## src/rtl/instr_fetch_pkg.sv

```systemverilog
// Shared types for the instruction fetch slice: instruction word, fetch entry and fetch FSM states.
package instr_fetch_pkg;

  localparam int unsigned XLEN          = 32;
  localparam int unsigned PHY_ADDR_SIZE = 32;
  localparam int unsigned ILEN          = 32;

  typedef logic [ILEN-1:0] instruction_t;

  typedef struct packed {
    instruction_t    instr;
    logic [XLEN-1:0] pc;
    logic            fault;
  } fetch_entry_t;

  typedef enum logic [1:0] {
    IDLE       = 2'd0,
    FETCH      = 2'd1,
    FAULT_WAIT = 2'd2
  } fetch_state_e;

  // Clear the byte-offset bits of a PC.
  function automatic logic [XLEN-1:0] word_align(input logic [XLEN-1:0] a);
    return a & ~XLEN'(3);
  endfunction

endpackage

```

## src/rtl/instr_fetch_fifo.sv

```systemverilog
// Synchronous FIFO of fetch entries with single-cycle flush; DEPTH must be a power of 2.
module instr_fetch_fifo
  import instr_fetch_pkg::*;
#(
  parameter int unsigned DEPTH = 2
) (
  input  logic                         clk,
  input  logic                         rst,
  input  logic                         push,
  input  fetch_entry_t                 push_data,
  input  logic                         pop,
  input  logic                         flush,
  output fetch_entry_t                 head,
  output logic                         full,
  output logic                         empty,
  output logic [$clog2(DEPTH+1)-1:0]   count
);

  localparam int unsigned AW = $clog2(DEPTH);
  localparam int unsigned CW = $clog2(DEPTH+1);

  fetch_entry_t    mem_q [DEPTH];
  logic [AW-1:0]   wr_ptr_q;
  logic [AW-1:0]   rd_ptr_q;
  logic [CW-1:0]   cnt_q;

  // Pointer and occupancy tracking; flush empties the FIFO in one cycle.
  always_ff @(posedge clk) begin
    if (rst || flush) begin
      wr_ptr_q <= '0;
      rd_ptr_q <= '0;
      cnt_q    <= '0;
    end else begin
      if (push) wr_ptr_q <= wr_ptr_q + AW'(1);
      if (pop)  rd_ptr_q <= rd_ptr_q + AW'(1);
      cnt_q <= cnt_q + CW'(push) - CW'(pop);
    end
  end

  // Storage array, not reset: entries are only observed while counted as valid.
  always_ff @(posedge clk) begin
    if (push && !flush) mem_q[wr_ptr_q] <= push_data;
  end

  // Upstream credit accounting must make overflow and underflow impossible.
  always_ff @(posedge clk) begin
    if (!rst && !flush) begin
      assert (!(push && full));
      assert (!(pop && empty));
    end
  end

  assign head  = mem_q[rd_ptr_q];
  assign count = cnt_q;
  assign full  = (cnt_q == CW'(DEPTH));
  assign empty = (cnt_q == '0);

endmodule

```

## src/rtl/instr_fetch.sv

```systemverilog
// In-order instruction fetch: issues word reads to imem, buffers responses and hands them to decode.
// Optional build macro INSTR_FETCH_PERF_EN adds perf_fetched_o / perf_stall_o counters.
module instr_fetch
  import instr_fetch_pkg::*;
#(
  parameter logic [XLEN-1:0] RESET_PC   = 32'h0000_0000,
  parameter int unsigned     FIFO_DEPTH = 2
) (
  input  logic                     clk,
  input  logic                     rst,
  output logic                     imem_req_valid_o,
  input  logic                     imem_req_ready_i,
  output logic [PHY_ADDR_SIZE-1:0] imem_req_addr_o,
  input  logic                     imem_rsp_valid_i,
  input  logic [31:0]              imem_rsp_data_i,
  input  logic                     imem_rsp_err_i,
  input  logic                     redirect_valid_i,
  input  logic [XLEN-1:0]          redirect_pc_i,
  output logic                     instr_valid_o,
  input  logic                     instr_ready_i,
  output logic [31:0]              instr_o,
  output logic [XLEN-1:0]          instr_pc_o,
  output logic                     instr_fault_o
`ifdef INSTR_FETCH_PERF_EN
  ,
  output logic [31:0]              perf_fetched_o,
  output logic [31:0]              perf_stall_o
`endif
);

  localparam int unsigned CW = $clog2(FIFO_DEPTH+1);

  fetch_state_e    state_q, state_d;
  logic [XLEN-1:0] pc_q;
  logic [CW-1:0]   outst_q;
  logic [CW-1:0]   drop_q;

  fetch_entry_t    fifo_head;
  fetch_entry_t    push_data;
  logic            fifo_full;
  logic            fifo_empty;
  logic [CW-1:0]   fifo_count;

  logic            req_fire;
  logic            pop;
  logic            rsp_live;
  logic [CW:0]     inflight;
  logic [XLEN-1:0] rsp_pc;

  assign req_fire = imem_req_valid_o && imem_req_ready_i;
  assign pop      = instr_valid_o && instr_ready_i && !redirect_valid_i;
  assign rsp_live = imem_rsp_valid_i && (drop_q == '0) && !redirect_valid_i;
  // Entry about to leave this cycle frees its credit immediately, sustaining 1 instr/cycle.
  assign inflight = (CW+1)'(outst_q) + (CW+1)'(fifo_count) - (CW+1)'(pop);
  // Oldest live request address: pc has advanced once per outstanding request.
  assign rsp_pc   = pc_q - (XLEN'(outst_q) << 2);

  assign push_data = '{instr: imem_rsp_err_i ? '0 : imem_rsp_data_i,
                       pc:    rsp_pc,
                       fault: imem_rsp_err_i};

  // FSM state register.
  always_ff @(posedge clk) begin
    if (rst) state_q <= IDLE;
    else     state_q <= state_d;
  end

  // FSM next-state; redirect overrides every other transition.
  always_comb begin
    state_d = state_q;
    case (state_q)
      IDLE:       state_d = FETCH;
      FETCH:      if (rsp_live && imem_rsp_err_i) state_d = FAULT_WAIT;
      FAULT_WAIT: state_d = FAULT_WAIT;
      default:    state_d = IDLE;
    endcase
    if (redirect_valid_i) state_d = FETCH;
  end

  // FSM outputs: request only while fetching, not redirecting, and with a free credit.
  always_comb begin
    imem_req_valid_o = 1'b0;
    if (state_q == FETCH && !redirect_valid_i && inflight < (CW+1)'(FIFO_DEPTH))
      imem_req_valid_o = 1'b1;
  end

  // Fetch PC, outstanding-request count and count of responses still to discard.
  always_ff @(posedge clk) begin
    if (rst) begin
      pc_q    <= RESET_PC;
      outst_q <= '0;
      drop_q  <= '0;
    end else if (redirect_valid_i) begin
      pc_q    <= word_align(redirect_pc_i);
      outst_q <= outst_q - CW'(imem_rsp_valid_i);
      drop_q  <= outst_q - CW'(imem_rsp_valid_i);
    end else begin
      if (req_fire) pc_q <= pc_q + XLEN'(4);
      outst_q <= outst_q + CW'(req_fire) - CW'(imem_rsp_valid_i);
      if (imem_rsp_valid_i && drop_q != '0) drop_q <= drop_q - CW'(1);
    end
  end

  instr_fetch_fifo #(.DEPTH(FIFO_DEPTH)) u_fifo (
    .clk       (clk),
    .rst       (rst),
    .push      (rsp_live),
    .push_data (push_data),
    .pop       (pop),
    .flush     (redirect_valid_i),
    .head      (fifo_head),
    .full      (fifo_full),
    .empty     (fifo_empty),
    .count     (fifo_count)
  );

  assign imem_req_addr_o = PHY_ADDR_SIZE'(pc_q);
  assign instr_valid_o   = !fifo_empty;
  assign instr_o         = fifo_empty ? '0 : fifo_head.instr;
  assign instr_pc_o      = fifo_empty ? '0 : fifo_head.pc;
  assign instr_fault_o   = fifo_empty ? 1'b0 : fifo_head.fault;

`ifdef INSTR_FETCH_PERF_EN
  // Delivered-instruction and fetch-starvation counters; free-running, wrap on overflow.
  always_ff @(posedge clk) begin
    if (rst) begin
      perf_fetched_o <= '0;
      perf_stall_o   <= '0;
    end else begin
      if (pop) perf_fetched_o <= perf_fetched_o + 32'd1;
      if (state_q == FETCH && !instr_valid_o) perf_stall_o <= perf_stall_o + 32'd1;
    end
  end
`endif

endmodule
```

## config.mk

```make
export PLATFORM = sky130hd
export DESIGN_NAME = instr_fetch
export DESIGN_NICKNAME = d
export VERILOG_FILES = /design/src/rtl/instr_fetch_pkg.sv /design/src/rtl/instr_fetch_fifo.sv /design/src/rtl/instr_fetch.sv
export SDC_FILE = /design/constraint.sdc
export NUM_CORES = 1
export LEC_CHECK = 0
export ABC_AREA = 1
export CORE_UTILIZATION = 50
export DETAILED_ROUTE_END_ITERATION = 10
export PLACE_DENSITY = 0.73
export RECOVER_POWER = 100
export SLEW_MARGIN = 20
export SYNTH_ARGS = -nofsm -noshare
export SYNTH_HDL_FRONTEND = slang
export SYNTH_HIERARCHICAL = 1
export SYNTH_SLANG_ARGS = --single-unit
```

## constraint.sdc

```tcl
create_clock -name clk -period 19.18 [get_ports clk]
set_input_delay 3.836 -clock clk [delete_from_list [all_inputs] [get_ports clk]]
set_output_delay 3.836 -clock clk [all_outputs]
set_load 0.02 [all_outputs]
```

==> impl_metrics.csv, run 1 <==
group,metric,value,unit
pwr,p_clk_share,38.5,%
grt,grt_overflow_total,0,
logic_synthesis,syn_area_per_cell,9.30,sq um
detailed_routing,wire_per_inst,14.2,um
pwr,power.density,76.7,nW/um^2
floorplan,die_w,138,um
floorplan,start_util,51.4,%
clock_tree,cts_tree,"done",
layout,multi_input_area,3600,sq um
pwr,finalPower,0.888,mW
sta,fin_crit,11.41,ns
clock_tree,clkSinkCount,171,
floorplan,fp.dieArea,19100,sq um
detailed_routing,vias,6903,
layout,diodes,0,
placement,portBuffers,165,
floorplan,rows,49,
layout,design_area,11600,sq um
detailed_routing,drc,28,
grt,busiest_layer,"met2",
outcome,outcome,"finished with violations",
pwr,seqPwrFrac,48.2,%
grt,grt_max_degree,67,
sta,fin_crit_sh,59.5,%
floorplan,fp.dieH,138,um
layout,layout-drive-gt1-share,10.5,%
pwr,p_sw,0.227,mW
clock_tree,postCtsSetupBuffers,0,
layout,fin_util,64.0,%
sta,rsz0062_at_grt,"false",
grt,gr-usage-met3,3.46,%
sta,fin_setup_tns,0,ns
sta,slew_viol_final,235,
layout,final_nets,1241,
clock_tree,clk_pin_slew,0.07,ns
grt,gr-usage-met2,35.1,%
worst_setup_path,arrival,7.57,ns
detailed_routing,wl,19.9,mm
detailed_routing,vias_per_cell,4.94,
clock_tree,clock_latency,0.43,ns
clock_tree,postCtsHoldBufs,0,
pwr,leakage,5.02,nW
pwr,sw_frac_of_total,25.6,%
sta,relSlewSlack,-144,%
clock_tree,root_buffer,"clkbuf_16",
worst_setup_path,start_kind,"primary input",
grt,grt_pass1_wl,31.7,mm
clock_tree,numCtsBuffers,17,
grt,grt_pass1_vias,6449,
hold_path,min_path_type,"reg -> reg",
placement,place_congestion,0.874,
worst_setup_path,worstPathRequired,15.34,ns
clock_tree,ctsLongestPathBuffers,2,
worst_setup_path,end_kind,"output port",
detailed_routing,ant_nets,0,
sta,fmax,0.0877,GHz
logic_synthesis,syn_inst,1000,
floorplan,core-area,18100,sq um
grt,antenna_found_initial,0,
clock_tree,cts_resized,0,
grt,grt.total_usage,21.0,%
placement,dp_hpwl,13.8,mm
pwr,combPwrFrac,13.3,%
worst_setup_path,cp_max_fo,24,
pwr,cell_internal_pwr,0.660,mW
sta,worst_slew_pin_slew,3.67,ns
sta,setup_viol,0,
layout,area_growth,24.4,%
job,maxCapViolCount,4,
sta,whs,0.490,ns
detailed_routing,first_pass_iters,8,
layout,fill_cells,1534,
sta,fin_worst_skew,0.0109,ns
clock_tree,htree_levels,4,
logic_synthesis,yosys_warnings,6,
placement,dpl_cell_area,11100,sq um
sta,hold_viol_final,0,
layout,regArea,4730,sq um
logic_synthesis,syn_area,9300,sq um
grt,use_met1,27.2,%
floorplan,pin_count,170,
worst_setup_path,timing_worst_setup_path_type,"in -> out",
pwr,vdd_drop_max,63.2,uV
outcome,violations,"design-rule violations, max-capacitance violations, max-slew violations",
detailed_routing,drt_iter0_drc,462,
==> power by group through the flow <==
stage          Clock [mW]  Combinational [mW]  Sequential, mW
5_1_grt             0.361               0.132           0.429
4_1_cts             0.346               0.125           0.427
3_3_place_gp            0               0.121           0.434
3_5_place_dp            0               0.124           0.435
6_report            0.342               0.118           0.428
2_1_floorplan           0              0.0758           0.434
==> sequential cells by signal, summed over array words and instances (netlist names), named ones only <==
name	cells
u_fifo/rd_ptr_q	1
drop_q	2
outst_q	2
u_fifo/count	2
imem_req_addr_o	30
state_q	2
u_fifo/wr_ptr_q	1
u_fifo/mem_q	130
==> placed cells by master (no fill, tap or decap), types with 3 or more instances in the layout <==
| master | n |
|---|---|
| nor2_1 | 188 |
| inv_1 | 178 |
| nand2_1 | 146 |
| edfxtp_1 | 130 |
| dlygate4sd3_1 | 98 |
| clkdlybuf4s50_1 | 67 |
| nand3_1 | 52 |
| mux2_4 | 50 |
| dfxtp_1 | 40 |
| o21ai_0 | 31 |
| xor2_1 | 27 |
| a21oi_1 | 26 |
| clkbuf_16 | 17 |
| mux2_2 | 15 |
| ha_1 | 13 |
| nand4_1 | 10 |
| nor2_4 | 6 |
| conb_1 | 6 |
| nor2_2 | 5 |
| nor3_1 | 5 |
| inv_6 | 5 |
| clkbuf_1 | 5 |
| xnor2_1 | 4 |
| or2_2 | 3 |
| nor4_1 | 3 |
| nand2_2 | 3 |
| a211oi_1 | 3 |
| nor3b_1 | 3 |
| clkinvlp_4 | 3 |
==> layout make-up <==
| class | count | share of cell area, % |
|---|---|---|
| Clock buffer | 17 | 3.68 |
| Clock inverter | 15 | 1.42 |
| Timing Repair Buffer | 172 | 14.6 |
| Inverter | 180 | 5.85 |
| Multi-Input combinational cell | 613 | 31.1 |
| Sequential cell | 171 | 40.9 |
| Tap cell | 229 | 2.48 |
==> critical path: stages <==
cell	delay, ns
dlygate4sd3_1	0.52
clkbuf_1	0.87
nor2_1	0.27
ha_1	0.35
or2_2	0.30
fa_1	0.48
inv_1	0.04
nor2_1	0.13
nand2_1	0.07
inv_1	0.05
dlygate4sd3_1	0.66
==> through the flow <==
step | instances | worst slack (ns)
floorplan | 1005 | 9.60
global placement | 1365 | 8.65
detailed placement | 1365 | 8.63
CTS | 1397 | 8.62
global route | 1397 | 7.48
finish | 1397 | 7.77
==> metal layers <==
layer	up-vias	part of all wire [%]	wire length (um)
met3	30	7.0	1400
met2	237	48	9490
met4	0	2.2	442
li1	3490	-	-
met1	3146	43	8580
met5	-	0	0
==> path summary, 6_finish.rpt <==
path,slack [ns],depth (start not counted),endpoint,start
worst max-delay path,7.77,11,imem_req_valid_o,redirect_valid_i
worst min-delay path,0.49,2,state_q[1],state_q[1]
worst max register to register,13.23,18,outst_q[1],u_fifo/count[1]
worst min register to register,0.49,2,state_q[1],state_q[1]
(Power assumes the default switching activity.)
==> run 2, diff against run 1 <==
- CORE_UTILIZATION: 50 -> 48
- clock period: 19.18 -> 9.4 ns (I/O delays scaled with it)
==> run 2 against run 1 <==
The run ends with max-capacitance violations, max-slew violations left. Clock power up 110%. Utilization fell by 2.7 points. Global-route usage is 0.64 points higher. Die area up 4.1%. Worst hold slack better by 0.0016 ns. Highest routed layer unchanged. Critical path depth stayed put. Largest power group unchanged.
==> impl_metrics.csv, run 2 (synthesized netlist as in run 1, its figures left out) <==
group,metric,value,unit
detailed_routing,vias_per_cell,4.85,
worst_setup_path,arrival,5.75,ns
job,maxCapViolCount,5,
worst_setup_path,end_kind,"output port",
grt,grt.total_usage,21.7,%
clock_tree,ctsLongestPathBuffers,2,
clock_tree,clk_pin_slew,0.07,ns
clock_tree,root_buffer,"clkbuf_16",
worst_setup_path,rrSetupSlack,3.43,ns
grt,grt_max_degree,67,
detailed_routing,vias,6923,
sta,slew_viol_final,268,
placement,place_congestion,0.879,
layout,layout-drive-gt1-share,8.56,%
layout,fill_cells,1648,
worst_setup_path,worstPathRequired,7.52,ns
floorplan,fp.dieArea,19900,sq um
sta,rsz0062_at_grt,"false",
sta,fin_worst_skew,0.00986,ns
worst_setup_path,crit_path_start,"redirect_valid_i",
sta,fin_crit,7.63,ns
floorplan,fp.dieH,141,um
grt,grt_pass1_wl,33.3,mm
detailed_routing,ant_nets,0,
worst_setup_path,r2r_start,"u_fifo/count[1]",
hold_path,min_path_type,"reg -> reg",
layout,layout_common_cells,"nor2_1, inv_1, nand2_1",
pwr,leakage,4.90,nW
clock_tree,numCtsBuffers,17,
sta,hold_viol_final,0,
detailed_routing,first_pass_iters,5,
worst_setup_path,start_kind,"primary input",
outcome,outcome,"finished with violations",
layout,area_growth,24.1,%
floorplan,rows,50,
placement,place_ws,2.74,ns
pwr,power.density,160,nW/um^2
worst_setup_path,reg2regPathDepth,18,
layout,largest_reg_flops,130,
sta,worst_slew_pin_slew,3.71,ns
outcome,violations,"max-capacitance violations, max-slew violations",
placement,dp_hpwl,14.4,mm
sta,setup_ws,1.77,ns
layout,mostFrequentLayoutCell,"nor2_1",
clock_tree,clock_latency,0.43,ns
detailed_routing,drc,0,
clock_tree,clkSinkCount,171,
floorplan,start_util,49.4,%
detailed_routing,wire_per_inst,14.5,um
floorplan,die_w,141,um
placement,portBuffers,165,
worst_setup_path,reg2reg_to,"outst_q[1]",
detailed_routing,wl,20.7,mm
placement,placed_cells,1396,
pwr,vdd_drop_max,138,uV
floorplan,core-area,18800,sq um
worst_setup_path,cp_max_fo,24,
clock_tree,postCtsHoldBufs,0,
sta,whs,0.491,ns
sta,fin_crit_sh,81.2,%
sta,fmax,0.131,GHz
clock_tree,cts_resized,0,
worst_setup_path,worstSetupEndpoint,"imem_req_valid_o",
floorplan,pin_count,170,
layout,final_cell_count_no_fill,1428,
clock_tree,cts_tree,"done",
clock_tree,htree_levels,4,
grt,grt_pass1_vias,6745,
grt,grt_overflow_total,0,
sta,relSlewSlack,-147,%
grt,antenna_found_initial,0,
layout,final_nets,1241,
sta,setup_viol,0,
worst_setup_path,timing_worst_setup_path_type,"in -> out",
detailed_routing,drt_iter0_drc,399,
sta,fin_setup_tns,0,ns
layout,largest_register,"u_fifo/mem_q",
layout,diodes,0,
clock_tree,postCtsSetupBuffers,0,
==> run 2: worst max-delay path: stages <==
cell and delay (ns):
dlygate4sd3_1 0.52, clkbuf_1 0.99, nor2_1 0.27, ha_1 0.35, or2_2 0.30, fa_1 0.48
inv_1 0.04, nor2_1 0.13, nand2_1 0.07, inv_1 0.05, dlygate4sd3_1 0.66
==> run 2: power breakdown <==
part           switching (mW)  total [mW]  internal, mW
registers              0.0260       0.872         0.846
clock network           0.306       0.729         0.423
logic                   0.137       0.240         0.103
==> run 2: worst min-delay path by stage <==
stage                from         end  slack [ns]  depth (start not counted)
2_1_floorplan  state_q[1]  state_q[1]        0.46                          2
3_3_place_gp   state_q[1]  state_q[1]        0.47                          2
3_5_place_dp   state_q[1]  state_q[1]        0.49                          2
4_1_cts        state_q[1]  state_q[1]        0.50                          2
5_1_grt        state_q[0]  state_q[0]        0.52                          2
6_report       state_q[1]  state_q[1]        0.49                          2
==> run 2: stage by stage <==
step                      util (%)  total power [mW]  instance area (sq um)
after floorplan                  -              1.04                   9320
after global placement        59.0              1.13                  11100
after global routing          61.3              1.92                  11500
final                         61.3              1.84                  11500
after CTS                     62.2              1.87                  11700
after detailed placement      59.0              1.14                  11100
==> run 2: routing by layer <==
| layer | share of wire (%) | up-vias | wire (um) | track usage, % |
|---|---|---|---|---|
| li1 | - | 3483 | - | - |
| met1 | 45 | 3190 | 9280 | 27.1 |
| met2 | 48 | 217 | 9850 | 36.7 |
| met3 | 4.9 | 33 | 1020 | 3.57 |
| met4 | 2.8 | 0 | 573 | 10.0 |
| met5 | 0 | - | 0 | 0 |
==> run 2: layout make-up <==
class                      count  area, sq um  area share [%]
tap                          260          325            2.82
clock inverter                15          185            1.61
clock buffer                  17          425            3.69
sequential                   171         4720            41.0
timing repair buffer         172         1690            14.6
multi-input combinational    613         3510            30.5
inverter                     180          677            5.87
